===== src/rtl/mem_port_arbiter_if.sv =====
// Signal bundle between the core-side ports (fetch m0, LSU m1), the shared memory
// and the mem_port_arbiter. The slave modport is the arbiter's view of the bundle.
interface mem_port_arbiter_if;
  logic        m0_req_i;
  logic        m0_we_i;
  logic [3:0]  m0_be_i;
  logic [31:0] m0_addr_i;
  logic [31:0] m0_wd_i;
  logic [31:0] m0_rd_o;
  logic        m0_ready_o;

  logic        m1_req_i;
  logic        m1_we_i;
  logic [3:0]  m1_be_i;
  logic [31:0] m1_addr_i;
  logic [31:0] m1_wd_i;
  logic [31:0] m1_rd_o;
  logic        m1_ready_o;

  logic        mem_req_o;
  logic        mem_we_o;
  logic [3:0]  mem_be_o;
  logic [31:0] mem_addr_o;
  logic [31:0] mem_wd_o;
  logic [31:0] mem_rd_i;
  logic        mem_ready_i;
  logic        err_o;

  modport slave (
    input  m0_req_i, m0_we_i, m0_be_i, m0_addr_i, m0_wd_i,
    input  m1_req_i, m1_we_i, m1_be_i, m1_addr_i, m1_wd_i,
    input  mem_rd_i, mem_ready_i,
    output m0_rd_o, m0_ready_o, m1_rd_o, m1_ready_o,
    output mem_req_o, mem_we_o, mem_be_o, mem_addr_o, mem_wd_o, err_o
  );

  modport master (
    output m0_req_i, m0_we_i, m0_be_i, m0_addr_i, m0_wd_i,
    output m1_req_i, m1_we_i, m1_be_i, m1_addr_i, m1_wd_i,
    output mem_rd_i, mem_ready_i,
    input  m0_rd_o, m0_ready_o, m1_rd_o, m1_ready_o,
    input  mem_req_o, mem_we_o, mem_be_o, mem_addr_o, mem_wd_o, err_o
  );
endinterface


===== src/rtl/mem_port_arbiter.sv =====
// Round-robin arbiter sharing one single-port memory between fetch (m0) and LSU (m1).
// Optional per-transaction timeout is built when MEM_ARB_TIMEOUT_EN is defined.
module mem_port_arbiter #(
  parameter int unsigned TIMEOUT_CYCLES = 16
) (
  input  logic              clk_i,
  input  logic              rst_ni,
  mem_port_arbiter_if.slave bus
);
  typedef enum logic [1:0] {IDLE = 2'd0, BUSY0 = 2'd1, BUSY1 = 2'd2} state_t;

  state_t state;
  logic   last_grant;
  logic   busy, start, done, tmo;

  assign busy  = (state != IDLE);
  assign start = (state == IDLE) && (bus.m0_req_i || bus.m1_req_i);
  assign done  = busy && (bus.mem_ready_i || tmo);

`ifdef MEM_ARB_TIMEOUT_EN
  localparam int CW = $clog2(TIMEOUT_CYCLES + 1);
  logic [CW-1:0] cnt;

  // Cleared on every entry into a BUSY state, including the direct hand-over.
  always_ff @(posedge clk_i or negedge rst_ni) begin
    if (!rst_ni)            cnt <= '0;
    else if (start || done) cnt <= '0;
    else if (busy)          cnt <= cnt + CW'(1);
  end

  assign tmo = busy && !bus.mem_ready_i && (cnt == CW'(TIMEOUT_CYCLES));
`else
  logic unused_timeout;
  assign unused_timeout = ^TIMEOUT_CYCLES;
  assign tmo = 1'b0;
`endif

  // A completing port is never re-granted directly; it must pass through IDLE.
  always_ff @(posedge clk_i or negedge rst_ni) begin
    if (!rst_ni) begin
      state      <= IDLE;
      last_grant <= 1'b1;
    end else begin
      case (state)
        IDLE: begin
          if (bus.m0_req_i && (!bus.m1_req_i || last_grant)) state <= BUSY0;
          else if (bus.m1_req_i)                             state <= BUSY1;
        end
        BUSY0: begin
          if (done) begin
            last_grant <= 1'b0;
            state      <= bus.m1_req_i ? BUSY1 : IDLE;
          end
        end
        BUSY1: begin
          if (done) begin
            last_grant <= 1'b1;
            state      <= bus.m0_req_i ? BUSY0 : IDLE;
          end
        end
        default: state <= IDLE;
      endcase
    end
  end

  always_comb begin
    bus.mem_req_o  = busy;
    bus.mem_we_o   = 1'b0;
    bus.mem_be_o   = 4'h0;
    bus.mem_addr_o = 32'h0;
    bus.mem_wd_o   = 32'h0;
    case (state)
      BUSY0: begin
        bus.mem_we_o   = bus.m0_we_i;
        bus.mem_be_o   = bus.m0_be_i;
        bus.mem_addr_o = bus.m0_addr_i;
        bus.mem_wd_o   = bus.m0_wd_i;
      end
      BUSY1: begin
        bus.mem_we_o   = bus.m1_we_i;
        bus.mem_be_o   = bus.m1_be_i;
        bus.mem_addr_o = bus.m1_addr_i;
        bus.mem_wd_o   = bus.m1_wd_i;
      end
      default: ;
    endcase

    bus.m0_rd_o    = bus.mem_rd_i;
    bus.m1_rd_o    = bus.mem_rd_i;
    bus.m0_ready_o = done && (state == BUSY0);
    bus.m1_ready_o = done && (state == BUSY1);
    bus.err_o      = tmo;
    // A timed-out transaction returns a poison word to its own port only.
    if (tmo) begin
      if (state == BUSY0) bus.m0_rd_o = 32'hDEAD_BEEF;
      else                bus.m1_rd_o = 32'hDEAD_BEEF;
    end
  end
endmodule


===== src/flat_wrapper.sv =====
// flat-port wrapper written by rule: the top's interface ports become plain ports
module mem_port_arbiter_flat 
#(
  parameter int unsigned TIMEOUT_CYCLES = 16
)
  (clk_i, rst_ni, bus_m0_req_i, bus_m0_we_i, bus_m0_be_i, bus_m0_addr_i, bus_m0_wd_i, bus_m1_req_i, bus_m1_we_i, bus_m1_be_i, bus_m1_addr_i, bus_m1_wd_i, bus_mem_rd_i, bus_mem_ready_i, bus_m0_rd_o, bus_m0_ready_o, bus_m1_rd_o, bus_m1_ready_o, bus_mem_req_o, bus_mem_we_o, bus_mem_be_o, bus_mem_addr_o, bus_mem_wd_o, bus_err_o);
  mem_port_arbiter_if bus_i ();
  input  logic clk_i;
  input  logic rst_ni;
  input wire logic [$bits(bus_i.m0_req_i)-1:0] bus_m0_req_i;
  input wire logic [$bits(bus_i.m0_we_i)-1:0] bus_m0_we_i;
  input wire logic [$bits(bus_i.m0_be_i)-1:0] bus_m0_be_i;
  input wire logic [$bits(bus_i.m0_addr_i)-1:0] bus_m0_addr_i;
  input wire logic [$bits(bus_i.m0_wd_i)-1:0] bus_m0_wd_i;
  input wire logic [$bits(bus_i.m1_req_i)-1:0] bus_m1_req_i;
  input wire logic [$bits(bus_i.m1_we_i)-1:0] bus_m1_we_i;
  input wire logic [$bits(bus_i.m1_be_i)-1:0] bus_m1_be_i;
  input wire logic [$bits(bus_i.m1_addr_i)-1:0] bus_m1_addr_i;
  input wire logic [$bits(bus_i.m1_wd_i)-1:0] bus_m1_wd_i;
  input wire logic [$bits(bus_i.mem_rd_i)-1:0] bus_mem_rd_i;
  input wire logic [$bits(bus_i.mem_ready_i)-1:0] bus_mem_ready_i;
  output wire logic [$bits(bus_i.m0_rd_o)-1:0] bus_m0_rd_o;
  output wire logic [$bits(bus_i.m0_ready_o)-1:0] bus_m0_ready_o;
  output wire logic [$bits(bus_i.m1_rd_o)-1:0] bus_m1_rd_o;
  output wire logic [$bits(bus_i.m1_ready_o)-1:0] bus_m1_ready_o;
  output wire logic [$bits(bus_i.mem_req_o)-1:0] bus_mem_req_o;
  output wire logic [$bits(bus_i.mem_we_o)-1:0] bus_mem_we_o;
  output wire logic [$bits(bus_i.mem_be_o)-1:0] bus_mem_be_o;
  output wire logic [$bits(bus_i.mem_addr_o)-1:0] bus_mem_addr_o;
  output wire logic [$bits(bus_i.mem_wd_o)-1:0] bus_mem_wd_o;
  output wire logic [$bits(bus_i.err_o)-1:0] bus_err_o;
  assign bus_i.m0_req_i = bus_m0_req_i;
  assign bus_i.m0_we_i = bus_m0_we_i;
  assign bus_i.m0_be_i = bus_m0_be_i;
  assign bus_i.m0_addr_i = bus_m0_addr_i;
  assign bus_i.m0_wd_i = bus_m0_wd_i;
  assign bus_i.m1_req_i = bus_m1_req_i;
  assign bus_i.m1_we_i = bus_m1_we_i;
  assign bus_i.m1_be_i = bus_m1_be_i;
  assign bus_i.m1_addr_i = bus_m1_addr_i;
  assign bus_i.m1_wd_i = bus_m1_wd_i;
  assign bus_i.mem_rd_i = bus_mem_rd_i;
  assign bus_i.mem_ready_i = bus_mem_ready_i;
  assign bus_m0_rd_o = bus_i.m0_rd_o;
  assign bus_m0_ready_o = bus_i.m0_ready_o;
  assign bus_m1_rd_o = bus_i.m1_rd_o;
  assign bus_m1_ready_o = bus_i.m1_ready_o;
  assign bus_mem_req_o = bus_i.mem_req_o;
  assign bus_mem_we_o = bus_i.mem_we_o;
  assign bus_mem_be_o = bus_i.mem_be_o;
  assign bus_mem_addr_o = bus_i.mem_addr_o;
  assign bus_mem_wd_o = bus_i.mem_wd_o;
  assign bus_err_o = bus_i.err_o;
  mem_port_arbiter #(.TIMEOUT_CYCLES(TIMEOUT_CYCLES)) u_core (.clk_i(clk_i), .rst_ni(rst_ni), .bus(bus_i));
endmodule

===== config.mk =====
export PLATFORM = sky130hd
export DESIGN_NAME = mem_port_arbiter_flat
export DESIGN_NICKNAME = d
export VERILOG_FILES = /design/src/rtl/mem_port_arbiter_if.sv /design/src/rtl/mem_port_arbiter.sv /design/src/flat_wrapper.sv
export SDC_FILE = /design/constraint.sdc
export NUM_CORES = 1
export LEC_CHECK = 0
export CAP_MARGIN = 20
export CORE_AREA = 2 2 123 125
export CTS_CLUSTER_DIAMETER = 50
export DETAILED_ROUTE_END_ITERATION = 16
export DIE_AREA = 0 0 125 127
export GPL_ROUTABILITY_DRIVEN = 0
export SLEW_MARGIN = 20
export SYNTH_ARGS = -nofsm -noshare
export SYNTH_HDL_FRONTEND = slang
export SYNTH_SLANG_ARGS = --single-unit
export TNS_END_PERCENT = 30

===== constraint.sdc =====
create_clock -name clk_i -period 1.4 [get_ports clk_i]
set_input_delay 0.21 -clock clk_i [delete_from_list [all_inputs] [get_ports clk_i]]
set_output_delay 0.21 -clock clk_i [all_outputs]
set_load 0.005 [all_outputs]

[Word level (Yosys, flattened, before mapping)]
Cells that the tools add are included.
W data, S select, Z words.
Word-level totals
  flip-flop bits (word level): 3
  input port bits: 175
  output and inout bits: 137
Operators by class
  equal/unequal tests: 5
  mux-type cells: 14
  reduce and logical (&&, ||, !) cells: 11
Operators by type and width (number)
  $pmux W32 S2: 2
  $mux W2: 5
  $pmux W4 S2: 1
  $pmux W2 S3: 1
  $reduce_and A3 Y1: 2
  $logic_and A1 B1 Y1: 4
  $ne A2 B1 Y1 const B: 2
  $pmux W1 S2: 2
  $reduce_bool A2 Y1: 2
  $mux W1: 3
  $ne A3 B3 Y1 const B: 1
  $eq A2 B1 Y1 const B: 1
  $eq A2 B2 Y1 const B: 1
  $logic_not A2 Y1: 1
  $logic_not A1 Y1: 1
  $logic_or A1 B1 Y1: 1

[Longest topological paths before layout]
  word-level depth: 5
  mapped depth: 7
  gate-level depth less buffers: 6

[Least setup slack after synthesis]
No wires, ideal clock.
  path type: reg2out
  start point: register u_core.state[0]
  end point: output bus_mem_wd_o[10]
  arrival: 1.308 ns
  path slack: -0.118 ns
  cell stages (with the launch flop): 6
  buffers on the path: 2
  cells stage by stage: dfrtp_1 > inv_1 > ha_1 > buf_2 > buf_2 > nor2b_1
Between the ends
  cells in the longest elaborated chain, start to end: 2
RTL lines
  start: declaration: RTL line mem_port_arbiter.sv:12  | state_t state;
  start signal: assignment: RTL line mem_port_arbiter.sv:52  | state <= bus.m1_req_i ? BUSY1 : IDLE;
  start signal: assignment: RTL line mem_port_arbiter.sv:58  | state <= bus.m0_req_i ? BUSY0 : IDLE;
  $eq A2 B2 Y1 / $eq A2 B1 Y1 (equally long branches): RTL line mem_port_arbiter.sv:72  | case (state)
  $pmux W32 S2 *: RTL line mem_port_arbiter.sv:72
  end: declaration: RTL line flat_wrapper.sv:30  | output wire logic [$bits(bus_i.mem_wd_o)-1:0] bus_mem_wd_o;
Every way passes the cells marked *; elsewhere a longest branch is shown, timed or not.

[Worst setup path in the final report]
  start point: register u_core.state[1]
  end point: output bus_mem_wd_o[16]
The elaborated chain is that of the path after synthesis.

==> results.md <==
- Summed over all layers, the global routing overflow is 0.
- For the final database, setup skew stands at slightly below 0.002 ns.
- The run finished, with violations left.
- Max-cap violations in this run came to 0.
- In the global route stage, overall resource usage came out at 0.113.
- The signal arrival time at the worst endpoint is 1.75 ns.
- After floorplanning, the core was divided into 44 placement rows.
- Data on the critical path is required at its endpoint by about 1.2 ns.
- Entering global routing, the biggest net connects 38 pins.
- For this design the ratio of total power to cell area is 1620 mW/mm2.
- Based on the critical path, the design can be clocked at up to about 510 MHz.
- The cell area after layout is 0.00447 mm2.
- The min-delay analysis places its worst path in the category input pin to asynchronous set/reset pin.
- Using the TritonRoute via totals, the vias-per-cell ratio works out to 4.15.
- The area of the die is 0.0159 mm2.
- The minimum clock period after layout is 1.96 ns.
- The placement-stage cell area is roughly 0.0039 mm2.
- The Yosys step of the flow raised 0 warnings.
- In this run, post-CTS hold repair placed 0 buffers.
- The critical register-to-register path endpoint is u_core.state[0].
- Following the worst setup path forward leads to its endpoint at bus_mem_wd_o[16].
- The reg2reg setup slack is -0.20 ns.
- The count of unique library cells instantiated by Yosys is 24.
- The number of flops mapped to enable cells by yosys is 0.
- For this design the static power due to leakage is 1.72 nW.
- After clock tree synthesis, the clock-pin slew on the worst setup and hold paths is roughly 0.03 ns.
- The number of buffers between clock root and the deepest sink is 2.
- The initial core utilization is 0.130.
- Of the available clock period, the critical path in the final layout requires 1.40.
- The first detailed-routing pass ran for 3 iterations.
- Summed over all failing endpoints, the final setup total negative slack is -29.78 ns.
- The cell area that synthesis handed to floorplanning was 0.00188 mm2.
- 0 antenna diodes ended up in the layout.
- The number of nets handed over by synthesis was roughly 440.
- The share of synthesized area occupied by flip-flops and latches is 0.0406.
- From bottom edge to top edge, the die measures 127 um.
- The core region is around 0.014 mm2.
- The total wire length after detailed routing is roughly 11 mm.
- The library cell with the largest summed area after synthesis is a22oi_1.
- TritonCTS built the clock tree.
- The DRC violation count after routing is 0.
- The count of pins over their slew limit is 0.
- The final worst slack is -0.556 ns.
- The share of the synthesized area in the top cell type is 0.275.
- After synthesis, the cell types taking the most area are a22oi_1 28%, buf_4 26%, nor2b_1 23%, ha_1 4.7%, buf_2 4.0%.
- In the final layout, the share of cells above drive strength 1 is 0.438.
- The count of vias placed by the detailed router is between 2000 and 3000.
- Counting every sink on the clock net gives 3.
- Setup repair after global routing could not meet its margin everywhere.
- CTS built an H-tree with a depth of 1.
- The number of global-route vias before repair is 2712.
- Setup violations remaining at the end of the flow were counted as 74.
- Clock tree synthesis selected as its root buffer the cell clkbuf_16.
- The number of buffers added by the clock tree synthesis step is 3.
- The sort of element at the end of the critical path is an output pin.
- Synthesis handed over a netlist of 257 instances.
- The detail-routed net length per standard cell is 17.1 um.
- The worst flop-to-flop path startpoint is u_core.state[1].
- The HPWL after detailed placement is 7.60 mm.
- The count of state elements after synthesis is 3.
- The area growth from synthesis to layout is 138%.
- The most frequent standard cell in the layout excluding fill and tap cells is clkdlybuf4s50_1.
- The net count reported at finish is 615.
- After synthesis, the mean cell area works out to 7.32 um2.
- The design draws 7.25 mW.
- The final-report hold violation count is 0.
- After synthesis, the share of flip-flops with an asynchronous set or reset is 1.00.
- Across the VDD grid, the largest voltage drop is 0.807 mV.
- Counting cells, the worst reg-to-reg path comes to 6.
- The checks that failed: negative setup slack.
- In this run the tool buffered the top-level ports with 214 buffer cells.
- Once detail routing completed, the nets flagged for antenna violations numbered 0.
- STA classifies the critical path startpoint as a flip-flop.
- The library cells used most frequently in the layout, excluding fill and tap cells, are 142 x clkdlybuf4s50_1, 67 x a22oi_2, 61 x nor2b_1.
- Tracing the worst setup path back leads to its startpoint at u_core.state[1].
- The later pin in the worst-skew pair is clocked with a latency of about 0.22 ns.
- Along the worst path, the maximum fanout reaches 8.
- The die outline width is about 130 um.
- The number of filler instances in the final layout is 1535.
- For this run, the leading register cell type out of synthesis is dfrtp_1.
- The detailed router finished its first iteration with 43 violations.
- For this design the top-level I/O count stands at 312.
- The category of the most critical setup path is flip-flop to output pin.
- The first global-routing pass estimated 14.3 mm of wire.
- The number of antenna violations at the first check in global routing was 0.
## registers in the layout, indices dropped and copies added (netlist names)
name,flops
u_core.last_grant,1
u_core.state,2
## stage by stage
stage	utilization	cells	hold slack, ns	setup slack, ns
3_5_place_dp	0.273	586	0.413	-0.655
6_report	0.310	616	0.181	-0.556
5_1_grt	0.310	616	0.188	-0.600
4_1_cts	0.300	601	0.177	-0.715
3_3_place_gp	0.273	586	0.409	-0.611
2_1_floorplan	-	257	-0.0856	-0.0469
## kinds of logic (layout without fill, tap and decap cells)
| family | count (synthesis) | in the layout | share of synthesized area |
|---|---|---|---|
| simple gates | 77 | 77 | 0.259 |
| compound gates | 76 | 76 | 0.311 |
| other cells | 1 | 1 | 0.00199 |
| buf+inv | 92 | 267 | 0.335 |
| flops | 3 | 3 | 0.0406 |
| fa+ha+maj | 7 | 7 | 0.0465 |
| mux | 1 | 1 | 0.00598 |
## critical path: stages, from the launching register on
cell and delay [ns]:
dfrtp_2 0.42, buf_6 0.13, ha_4 0.18, buf_6 0.14
clkbuf_16 0.16, buf_4 0.14, a22oi_2 0.15, nor2b_1 0.06
buf_2 0.13
## worst min path at each step
stage	from	endpoint	slack, ns	cells after the start
finish	rst_ni	u_core.state[1]	0.18	1
global route	rst_ni	u_core.state[1]	0.19	1
CTS	rst_ni	u_core.state[1]	0.18	1
detailed placement	rst_ni	u_core.state[0]	0.41	1
global placement	rst_ni	u_core.state[0]	0.41	1
floorplan	rst_ni	u_core.state[0]	-0.09	0
## timing repair
item / 4_1_cts / 5_1_grt
cloned: 3 / 4
endpoints found under the setup margin: 75 / 75
gates resized for setup: 200 / 78
pin swaps: 11 / 17
buffers inserted: 8 / 15
## power breakdown
| group | internal, mW | switching (mW) |
|---|---|---|
| clock | 0.375 | 0.0744 |
| sequential | 0.137 | 0.0352 |
| combinational | 3.84 | 2.79 |
| total | 4.35 | 2.90 |
## cells in the mapped netlist, types with 2 or more instances
| master | instances |
|---|---|
| nand2b_1 | 2 |
| buf_2 | 15 |
| clkbuf_1 | 5 |
| ha_1 | 7 |
| buf_4 | 65 |
| inv_1 | 3 |
| dfrtp_1 | 2 |
| nor2b_1 | 70 |
| a22oi_1 | 69 |
| and2_1 | 2 |
| buf_6 | 3 |
| o21ai_1 | 2 |
## layer usage
metal | part of all wire | GRT usage | routed length, um
met1 | 0.34 | 0.118 | 3540
met2 | 0.55 | 0.218 | 5760
met4 | 0.028 | 0.0451 | 297
met5 | 0 | 0 | 0
met3 | 0.086 | 0.0268 | 907
## layout make-up
class                   count  area (um2)  share of cell area
repair buffers            259        2460               0.550
multi-input cells         162        1610               0.360
well taps                 184         230              0.0515
clock buffers               4        78.8              0.0176
flip-flops and latches      3        77.6              0.0173
inverters                   4        17.5             0.00392
Power figures use the tool's default switching activity.
